`config.mk`:
```
export PLATFORM = sky130hd
export DESIGN_NAME = tl_state_hold
export DESIGN_NICKNAME = d
export VERILOG_FILES = /design/src/rtl/tl_pkg.sv /design/src/rtl/tl_state_hold_register_r_async_en.sv /design/src/rtl/tl_state_hold.sv
export SDC_FILE = /design/constraint.sdc
export NUM_CORES = 1
export LEC_CHECK = 0
export CAP_MARGIN = 20
export CORE_MARGIN = 5
export CORE_UTILIZATION = 40
export DETAILED_ROUTE_END_ITERATION = 10
export PLACE_DENSITY = 0.77
export RECOVER_POWER = 50
export SYNTH_ARGS = -nofsm -noshare
export SYNTH_HDL_FRONTEND = slang
export SYNTH_HIERARCHICAL = 1
export SYNTH_SLANG_ARGS = --single-unit
```
`constraint.sdc`:
```
create_clock -name clk -period 4.42 [get_ports clk]
set_input_delay 0.442 -clock clk [delete_from_list [all_inputs] [get_ports clk]]
set_output_delay 0.442 -clock clk [all_outputs]
set_load 0.005 [all_outputs]
```
`src/rtl/tl_pkg.sv`:
```
// Shared traffic-light definitions: state encodings, default widths and
// nominal dwell lengths used by the controller and its state-hold stage.
package tl_pkg;

  localparam int TL_SW = 2;
  localparam int TL_CW = 8;

  typedef enum logic [1:0] {
    S_GREEN  = 2'b00,
    S_YELLOW = 2'b01,
    S_RED    = 2'b10,
    S_FLASH  = 2'b11
  } tl_state_e;

  // Nominal dwell lengths in clock cycles for each lit phase.
  localparam logic [TL_CW-1:0] D_GREEN  = 8'd60;
  localparam logic [TL_CW-1:0] D_YELLOW = 8'd8;
  localparam logic [TL_CW-1:0] D_RED    = 8'd45;

endpackage

```
`src/rtl/tl_state_hold_register_r_async_en.sv`:
```
// Generic W-bit register with enable and asynchronous active-low reset to a
// parameterised value.
module tl_state_hold_register_r_async_en #(
  parameter int           W   = 1,
  parameter logic [W-1:0] RST = '0
) (
  input  logic         clk,
  input  logic         reset_n,
  input  logic         en,
  input  logic [W-1:0] d,
  output logic [W-1:0] q
);

  // Capture d when enabled; reset wins asynchronously.
  // NOTE: sequential state uses <= so every register samples pre-edge values.
  always_ff @(posedge clk or negedge reset_n) begin
    if (!reset_n) begin
      q <= RST;
    end else if (en) begin
      q <= d;
    end
  end

endmodule

```
`src/rtl/tl_state_hold.sv`:
```
// Current-state register plus per-state dwell down-counter. ns_logic's request
// is only taken once the dwell has run out; force_load preempts at any time.
module tl_state_hold
  import tl_pkg::*;
#(
  parameter int            SW          = TL_SW,
  parameter int            CW          = TL_CW,
  parameter logic [SW-1:0] RESET_STATE = SW'(S_GREEN),
  parameter logic [CW-1:0] RESET_DWELL = '0
) (
  input  logic          clk,
  input  logic          reset_n,
  input  logic [SW-1:0] d,
  input  logic [CW-1:0] dwell,
  input  logic          load,
  input  logic          force_load,
  output logic [SW-1:0] q,
  output logic [CW-1:0] cnt,
  output logic          expire,
  output logic          changed,
  output logic          rejected
);

  logic          acc;
  logic          cnt_en;
  logic [CW-1:0] cnt_d;
  logic [1:0]    flags_d;
  logic [1:0]    flags_q;

  assign expire   = (cnt == '0);
  assign changed  = flags_q[1];
  assign rejected = flags_q[0];

  // Accept decision and next values for the counter and the pulse flags.
  // NOTE: every always_comb output gets a default first so no latch is inferred.
  always_comb begin
    acc     = 1'b0;
    cnt_en  = 1'b0;
    cnt_d   = cnt;
    flags_d = 2'b00;

    acc = force_load | (load & expire);

    if (acc) begin
      cnt_en  = 1'b1;
      cnt_d   = dwell;
      flags_d = {(d != q), 1'b0};
    end else begin
      // Count down and stick at zero rather than wrapping.
      cnt_en  = (cnt != '0);
      cnt_d   = cnt - CW'(1);
      flags_d = {1'b0, load};
    end
  end

  tl_state_hold_register_r_async_en #(
    .W   (SW),
    .RST (RESET_STATE)
  ) u_q_reg (
    .clk     (clk),
    .reset_n (reset_n),
    .en      (acc),
    .d       (d),
    .q       (q)
  );

  tl_state_hold_register_r_async_en #(
    .W   (CW),
    .RST (RESET_DWELL)
  ) u_cnt_reg (
    .clk     (clk),
    .reset_n (reset_n),
    .en      (cnt_en),
    .d       (cnt_d),
    .q       (cnt)
  );

  // Pulse flags are rewritten every cycle: {changed, rejected}.
  tl_state_hold_register_r_async_en #(
    .W   (2),
    .RST (2'b00)
  ) u_flag_reg (
    .clk     (clk),
    .reset_n (reset_n),
    .en      (1'b1),
    .d       (flags_d),
    .q       (flags_q)
  );

endmodule
```
## Word level (Yosys, flattened, before mapping)

Cells that the tools add are included.

| cells by class | value |
|---|---|
| $add $sub $neg | 1 |
| eq/ne operators | 1 |
| mux-type cells | 3 |
| bitwise operators | 2 |
| reduce and logical (&&, ||, !) cells | 2 |

Operators with widths:

| operator | number |
|---|---|
| zero test 8 bit | 1 |
| two-way mux 8 bit | 1 |
| nonzero test 8 bit | 1 |
| subtractor 8 x 1 -> 8 bit (second input constant) | 1 |
| two-way mux 2 bit | 1 |
| != test 2 bit | 1 |
| AND 1 bit | 1 |
| two-way mux 1 bit | 1 |
| OR 1 bit | 1 |

| storage, ports and cells | value |
|---|---|
| flip-flop bits (word level) | 12 |
| input bits | 14 |
| output and inout bits | 13 |
| logic and storage cells | 12 |

## Depth between registers and ports, before layout

Gate-level depths: netlist of run 1.

| depth | value |
|---|---|
| depth after elaboration | 4 |
| mapped depth | 8 |
| mapped depth without buffers | 7 |

## Modules after synthesis

The synthesis of run 1 kept the hierarchy.

Modules (own cells, without submodules):

| module | instances | cells each | area each (um^2) | sequential area each (um^2) |
|---|---|---|---|---|
| tl_state_hold | 1 | 50 | 345.3 | 0.0 |
| tl_state_hold_register_r_async_en at u_cnt_reg | 1 | 17 | 331.6 | 200.2 |
| tl_state_hold_register_r_async_en at u_flag_reg ... | 2 | 4 | 72.6 | 50.0 |

## Worst setup path after synthesis of run 1

Ideal clock, no wire load.

| path | value |
|---|---|
| kind | register -> register |
| start point | register u_cnt_reg.q[0] |
| end point | register u_cnt_reg.q[0] |
| setup time | 125 ps |
| arrival | 1,873 ps |
| data required time | 4,295 ps |
| slack | 2,422 ps |
| cell stages (with the launch flop) | 9 |
| path buffers | 1 |
| clock period less this slack | 1,998 ps |
| cells stage by stage | dfrtp_1 inv_1 ha_1 nor3b_4 nand2_1 nor3_1 nand2_1 buf_6 mux2_4 |

| between the ends | value |
|---|---|
| longest elaborated chain between the ends | 4 |
| elaborated cells between the ends (all ways) | 7 |
| those cells by class | add/sub (1); mux (2); bitwise (2); reduce/logical (2) |

Ends and longest elaborated chain:

| item | line | RTL |
|---|---|---|
| start: declaration | tl_state_hold_register_r_async_en.sv:11 | `output logic [W-1:0] q` |
| start signal: assignment | tl_state_hold_register_r_async_en.sv:18 | `q <= RST;` |
| start signal: assignment | tl_state_hold_register_r_async_en.sv:20 | `q <= d;` |
| zero test 8 bit | tl_state_hold.sv:30 | `assign expire = (cnt == '0);` |
| named net expire | tl_state_hold.sv:19 | `output logic expire,` |
| AND 1 bit | tl_state_hold.sv:42 | `acc = force_load \| (load & expire);` |
| OR 1 bit | tl_state_hold.sv:42 |  |
| two-way mux 1 bit | tl_state_hold.sv:44 | `if (acc) begin` |
| named net cnt_en | tl_state_hold.sv:25 | `logic cnt_en;` |

The timed path passes the listed nets, and every way through them passes these cells.
A chain may end at the register's enable or synchronous reset.

## Worst setup path after layout of run 1

| path | value |
|---|---|
| start point | register u_cnt_reg.q[0] |
| end point | output expire |

| between the ends | value |
|---|---|
| longest elaborated chain between the ends | 1 |

Ends and longest elaborated chain:

| item | line |
|---|---|
| zero test 8 bit | tl_state_hold.sv:30 |
| end: declaration | tl_state_hold.sv:19 |

No other way between the ends.

==> results of run 1 <==
==> sequential cells by signal, summed over array words and instances, names as in the netlist <==
signal / count
u_flag_reg/q: 2
u_cnt_reg/q: 8
u_q_reg/q: 2
==> metrics by stage <==
step | hold WS, ns | cells
2_1_floorplan | 0.146 | 76
3_3_place_gp | 0.536 | 127
3_5_place_dp | 0.545 | 127
4_1_cts | 0.537 | 131
5_1_grt | 0.584 | 131
6_report | 0.549 | 131
==> critical path: cells and delay by family, from the launching register on <==
| family | cells | cell delay [ns] |
|---|---|---|
| AND/OR/NAND/NOR | 3 | 0.68 |
| buffers and inverters | 2 | 0.66 |
| flip-flops | 1 | 0.43 |
| adder cells (fa/ha/maj) | 1 | 0.19 |
==> per-layer routing <==
metal	vias up	track usage [%]	share of wire (%)
met5	-	0	0
met4	0	4.17	0
met3	0	4.66	4.9
met2	17	20.9	53
met1	314	14.4	42
li1	324	-	-
==> logic make-up after synthesis <==
| group | Yosys count |
|---|---|
| multiplexers | 13 |
| XOR/XNOR | 6 |
| flip-flops | 12 |
| adder cells (fa/ha/maj) | 1 |
| AND/OR/NAND/NOR | 22 |
| buffers and inverters | 7 |
| other | 1 |
| AO/OA/AOI/OAI | 13 |
==> worst min-delay path by stage <==
stage                                       endpoint                startpoint
after floorplan           u_cnt_reg/q[0]$_DFFE_PN0P_                   reset_n
after detailed placement    u_q_reg/q[1]$_DFFE_PN0P_  u_q_reg/q[1]$_DFFE_PN0P_
after CTS                 u_cnt_reg/q[7]$_DFFE_PN0P_                   reset_n
after global routing        u_q_reg/q[1]$_DFFE_PN0P_  u_q_reg/q[1]$_DFFE_PN0P_
final                       u_q_reg/q[1]$_DFFE_PN0P_  u_q_reg/q[1]$_DFFE_PN0P_
after global placement      u_q_reg/q[1]$_DFFE_PN0P_  u_q_reg/q[1]$_DFFE_PN0P_
==> final cells by class <==
class | count | area [um^2] | area share, %
inverter | 5 | 18.8 | 1.66
multi-input combinational | 57 | 484 | 42.7
sequential | 12 | 300 | 26.5
tap | 27 | 33.8 | 2.98
timing repair buffer | 26 | 260 | 23.0
clock buffer | 4 | 36.3 | 3.20
==> cell usage after synthesis, drive strengths merged <==
cell and n:
a211oi 1, a21oi 8, a31o 1, a41oi 1, and2 1, and2b 1, buf 2, conb 1
dfrtp 12, ha 1, inv 5, mux2 13, nand2 2, nand3 1, nand4 2, nor2 10
nor3 3, nor3b 1, nor4 1, o21ai 1, o31a 1, xnor2 5, xor2 1
==> cell usage in the layout, fill, tap and decap left out, types with 2 or more instances in the layout <==
master / Yosys / layout
sky130_fd_sc_hd__a21oi_1: 7 / 7
sky130_fd_sc_hd__nor3_1: 2 / 2
sky130_fd_sc_hd__mux2_4: 9 / 9
sky130_fd_sc_hd__nor2_1: 10 / 10
sky130_fd_sc_hd__clkdlybuf4s50_1: 0 / 19
sky130_fd_sc_hd__dlygate4sd3_1: 0 / 7
sky130_fd_sc_hd__inv_1: 5 / 5
sky130_fd_sc_hd__nand4_1: 2 / 2
sky130_fd_sc_hd__clkbuf_4: 0 / 3
sky130_fd_sc_hd__xnor2_1: 5 / 5
sky130_fd_sc_hd__nand2_1: 2 / 2
sky130_fd_sc_hd__dfrtp_1: 12 / 12
sky130_fd_sc_hd__conb_1: 1 / 2
sky130_fd_sc_hd__mux2_2: 4 / 4
==> power by group <==
part / internal (W) / total, W / switching (W)
registers: 0.000122 / 0.000142 / 0.0000194
clock network: 0.0000501 / 0.0000858 / 0.0000357
logic: 0.0000616 / 0.0000942 / 0.0000326
==> impl_metrics.csv, run 1 <==
group,metric,value,unit
final_layout,final_nets,120,
cts,cts-buffers-inserted,3,
final_layout,drive_above_1_share,24.0,%
cts,clkSlewWorstSetupHoldPaths,0.08,ns
sta,worst_slew_margin_rel,63.8,%
setup_path,worstPathRequired,3.98,ns
global_route,grt_max_degree,15,
synth,synth_area_per_cell,11.0,um^2
sta,post_route_clock_skew,0.00582,ns
sta,fmax,373,MHz
synth,biggest_area_consumer_among_synthesized_cells,"sky130_fd_sc_hd__dfrtp_1",
pwr,powerDensity,284,mW/mm^2
setup_path,crit_chain,"inv_1 > ha_1 > nor3b_4 > nand2_1 > nor3_1 > clkdlybuf4s50_1",
sta,finalMaxSlewViolations,0,
cts,insertion_delay,0.27,ns
synth,netlist.area_leader.share,36.5,%
floorplanning,floorplan.io_pins,27,
synth,dominant_combinational_cell_family_by_area_after_synthesis,"multiplexers",
sta,finalCriticalPeriod,2.68,ns
synth,synth-warning-count,6,
placement,placed_cell_area,0.00110,mm^2
cts,clock_tree.root_cell,"sky130_fd_sc_hd__clkbuf_4",
setup_path,critical_path.startpoint,"u_cnt_reg/q[0]$_DFFE_PN0P_",
setup_path,cp-endpoint,"expire",
floorplanning,die-area,0.00306,mm^2
detailed_routing,ant_nets,0,
setup_path,crit_path_end_kind,"output port",
detailed_routing,detail_route.vias_per_cell,5.00,
pwr,peakVddDrop,0.000251,V
final_layout,final_util,57.8,%
detailed_routing,routed_wire_length_per_instance,13.6,um
sta,rsz0062_at_grt,"no",
setup_path,worst_path_max_delay_cell,"sky130_fd_sc_hd__clkdlybuf4s50_1",
detailed_routing,num_vias,655,
synth,synth_xor_xnor_area_share,6.39,%
cts,ctsResizeCount,0,
cts,clock_tree_from_tritoncts,"yes",
job,max_cap_violations,0,
synth,syn_inst,75,
cts,cts_setup_buffers,0,
global_route,antenna_found_initial,0,
setup_path,critical_path_class,"reg2out",
setup_path,crit_path_start_kind,"flop",
synth,post_synth_mux_area_share,21.9,%
sta,setup_ws_final,1.74,ns
synth,post_synth_and_or_nand_nor_area_fraction,15.7,%
cts,htreeDepth,1,
cts,hold_buffers,0,
status,status,"completed",
placement,place.detailed.hpwl,1370,um
sta,worst_slew_pin_slew,0.541,ns
final_layout,num-fill-cells,186,
detailed_routing,drt_first_pass_iters,4,
floorplanning,floorplan.die.height,55.3,um
synth,synth_cell_type_count,26,
placement,place.port_buffers,26,
floorplanning,core-area,0.00196,mm^2
worst_hold_path,min_delay_path_depth,1,
synth,ys_seq_elements,12,
cts,clock_sinks,12,
sta,setup-tns-final,0,ns
setup_path,crit_fanout,6,
detailed_routing,finalWirelength,1780,um
synth,yosys.area_share.adder,1.52,%
placement,finalWeightedCongestion,0.761,
final_layout,areaGrowthSynthToFinish,37.9,%
cts,clockBufferDepth,2,
sta,post-route-period-util,60.6,%
setup_path,crit-reg2reg-capture,"u_cnt_reg/q[5]$_DFFE_PN0P_",
synth,synthTopCellsByArea,"sky130_fd_sc_hd__dfrtp_1 37%, sky130_fd_sc_hd__mux2_4 16%, sky130_fd_sc_hd__mux2_2 5.5%",
sta,hold_viol_final,0,
sta,setup_viol,0,
setup_path,worst_ep_arrival_time,2.24,ns
setup_path,timing.reg2reg.worst_path_depth,7,
final_layout,layout.cell_area.non_filler,0.00113,mm^2
placement,detailedPlace.worstSlack,2.06,ns
synth,synth-compound-area-share,12.5,%
worst_hold_path,hold_class,"reg2reg",
detailed_routing,first_iter_violations,18,
synth,post_synth_instance_area,822,um^2
pwr,power_leakage,0.487,nW
floorplanning,start_util,41.9,%
final_layout,n_antenna_cell,0,
detailed_routing,drc_errors,0,
floorplanning,dieWidth,55.3,um
global_route,globalRouteTotalUtil,12.4,%
setup_path,timing.rr.start,"u_cnt_reg/q[0]$_DFFE_PN0P_",
global_route,grt_first_pass_wirelength,3040,um
floorplanning,std_cell_rows,16,
synth,seq_area_frac_synth,36.5,%
setup_path,max_stage_delay,0.54,ns
pwr,power.total,0.000322,W
global_route,grt_pass1_vias,652,
global_route,globalRouteOverflowTotal,0,
setup_path,r2r_setup_slack,2.11,ns
No activity file was read; power rests on OpenSTA's default activity.
==> inputs of run 2 (changes only) <==
- PLACE_DENSITY: 0.77 -> 0.8
- clock period: 4.42 -> 2.3 ns (I/O delays scaled with it)
==> impl_metrics.csv, run 2 (synthesis gave the netlist of run 1 again) <==
group,metric,value,unit
setup_path,critical_path_class,"reg2out",
cts,clkSlewWorstSetupHoldPaths,0.08,ns
job,max_cap_violations,0,
detailed_routing,drc_errors,0,
sta,finalMaxSlewViolations,0,
setup_path,critical_path.startpoint,"u_cnt_reg/q[0]$_DFFE_PN0P_",
final_layout,top_register,"u_cnt_reg/q",
final_layout,layout_commonest_cell,"sky130_fd_sc_hd__clkdlybuf4s50_1",
final_layout,final_nets,123,
placement,placed_cell_area,0.00111,mm^2
cts,clock_tree.root_cell,"sky130_fd_sc_hd__clkbuf_4",
detailed_routing,num_vias,661,
floorplanning,floorplan.die.height,55.3,um
pwr,peakVddDrop,0.000279,V
status,status,"completed",
final_layout,flip_flop_count_of_the_largest_register_after_layout,8,
final_layout,drive_above_1_share,26.2,%
pwr,power_leakage,0.500,nW
setup_path,worstPathRequired,2.07,ns
cts,htreeDepth,1,
detailed_routing,detail_route.vias_per_cell,4.93,
setup_path,crit_path_end_kind,"output port",
global_route,antenna_found_initial,0,
setup_path,timing.rr.start,"u_cnt_reg/q[0]$_DFFE_PN0P_",
pwr,power.total,0.000635,W
sta,worst_slew_margin_rel,63.4,%
worst_hold_path,hold_class,"in2async",
placement,place.detailed.hpwl,1420,um
setup_path,worst_ep_arrival_time,1.92,ns
floorplanning,std_cell_rows,16,
cts,cts-buffers-inserted,3,
floorplanning,die-area,0.00306,mm^2
sta,worst_slew_pin_slew,0.547,ns
floorplanning,floorplan.io_pins,27,
sta,setup-tns-final,0,ns
sta,rsz0062_at_grt,"no",
global_route,met3_usage_grt,4.43,%
placement,finalWeightedCongestion,0.806,
global_route,globalRouteTotalUtil,12.6,%
global_route,globalRoute.busiestLayer,"met2",
final_layout,layout.cell_area.non_filler,0.00116,mm^2
final_layout,mostFrequentLayoutCells,"20 x sky130_fd_sc_hd__clkdlybuf4s50_1, 12 x sky130_fd_sc_hd__dfrtp_1, 10 x sky130_fd_sc_hd__nor2_1",
setup_path,timing.reg2reg.worst_path_depth,7,
cts,clock_tree_from_tritoncts,"yes",
final_layout,multi_input_area,489,um^2
final_layout,final-seq-area,300,um^2
placement,placedCellCount,129,
cts,clockBufferDepth,2,
global_route,globalRouteOverflowTotal,0,
sta,post_route_clock_skew,0.00143,ns
global_route,grt_max_degree,15,
cts,clock_sinks,12,
sta,finalCriticalPeriod,2.15,ns
final_layout,n_antenna_cell,0,
floorplanning,dieWidth,55.3,um
final_layout,final_util,59.0,%
placement,place.port_buffers,26,
setup_path,crit_fanout,2,
sta,hold_viol_final,0,
cts,insertion_delay,0.28,ns
global_route,grt_pass1_vias,680,
pwr,powerDensity,549,mW/mm^2
global_route,grtUsageMet1,13.3,%
sta,post-route-period-util,93.5,%
global_route,grt_use_met2,22.5,%
detailed_routing,first_iter_violations,12,
sta,fmax,465,MHz
setup_path,crit_path_start_kind,"flop",
final_layout,areaGrowthSynthToFinish,40.8,%
detailed_routing,routed_wire_length_per_instance,13.6,um
floorplanning,core-area,0.00196,mm^2
global_route,grt_first_pass_wirelength,3120,um
detailed_routing,finalWirelength,1820,um
detailed_routing,ant_nets,0,
floorplanning,start_util,41.9,%
final_layout,final_cell_count_no_fill,134,
detailed_routing,drt_first_pass_iters,4,
final_layout,num-fill-cells,184,
sta,setup_viol,0,
final_layout,layout_top_registers,"u_cnt_reg/q: 8 flops, u_flag_reg/q: 2 flops, u_q_reg/q: 2 flops",
## run 2: cell count changes in the layout (fill, tap and decap cells not counted), sizes merged
cell / previous run / this run
buf: 0 / 2
clkbuf: 4 / 5
clkdlybuf4s50: 19 / 20
dlygate4sd3: 7 / 6
## run 2: final timing paths
path                                              end  slack [ns]
hold / removal             u_cnt_reg/q[6]$_DFFE_PN0P_        0.37
setup reg to reg           u_cnt_reg/q[0]$_DFFE_PN0P_        0.18
min in group clk             u_q_reg/q[1]$_DFFE_PN0P_        0.56
setup / recovery                               expire        0.15
hold reg to reg              u_q_reg/q[1]$_DFFE_PN0P_        0.56
max in group asynchronous  u_cnt_reg/q[1]$_DFFE_PN0P_        1.57
## run 2: area by class of cell
cell class              count  area share (%)
well taps                  27            2.92
repair buffers             29            24.1
clock buffers               4            3.14
inverters                   5            1.62
multi-input cells          57            42.3
flip-flops and latches     12            25.9
## run 2: through the flow
step | hold WS (ns) | setup slack (ns)
after detailed placement | 0.549 | 0.0934
final | 0.368 | 0.150
after global placement | 0.538 | 0.184
after global routing | 0.404 | 0.0363
after floorplan | -0.0656 | 0.302
after CTS | 0.314 | 0.0886
## run 2: power by group
part / total, W / leakage (nW) / internal [W] / switching (W)
sequential: 0.000269 / 0.139 / 0.000235 / 0.0000340
clock: 0.000175 / 0.0210 / 0.0000964 / 0.0000785
combinational: 0.000191 / 0.340 / 0.000124 / 0.0000674
## run 2: worst max-delay path: stages, from the launching register on
cell and delay [ns]:
sky130_fd_sc_hd__dfrtp_1 0.39, sky130_fd_sc_hd__inv_1 0.08, sky130_fd_sc_hd__ha_1 0.18, sky130_fd_sc_hd__nor3b_4 0.19, sky130_fd_sc_hd__nand2_1 0.12, sky130_fd_sc_hd__nor3_2 0.14, sky130_fd_sc_hd__clkdlybuf4s50_1 0.53
## run 2: repair_timing
action,4_1_cts,5_1_grt
resized for setup,0,1
hold buffers,0,0
setup endpoints to repair,1,1
setup buffers,1,0
## run 2: per-layer routing
metal	vias up	wire length (um)
met3	2	97
li1	325	-
met5	-	0
met4	0	25
met1	308	746
met2	26	947
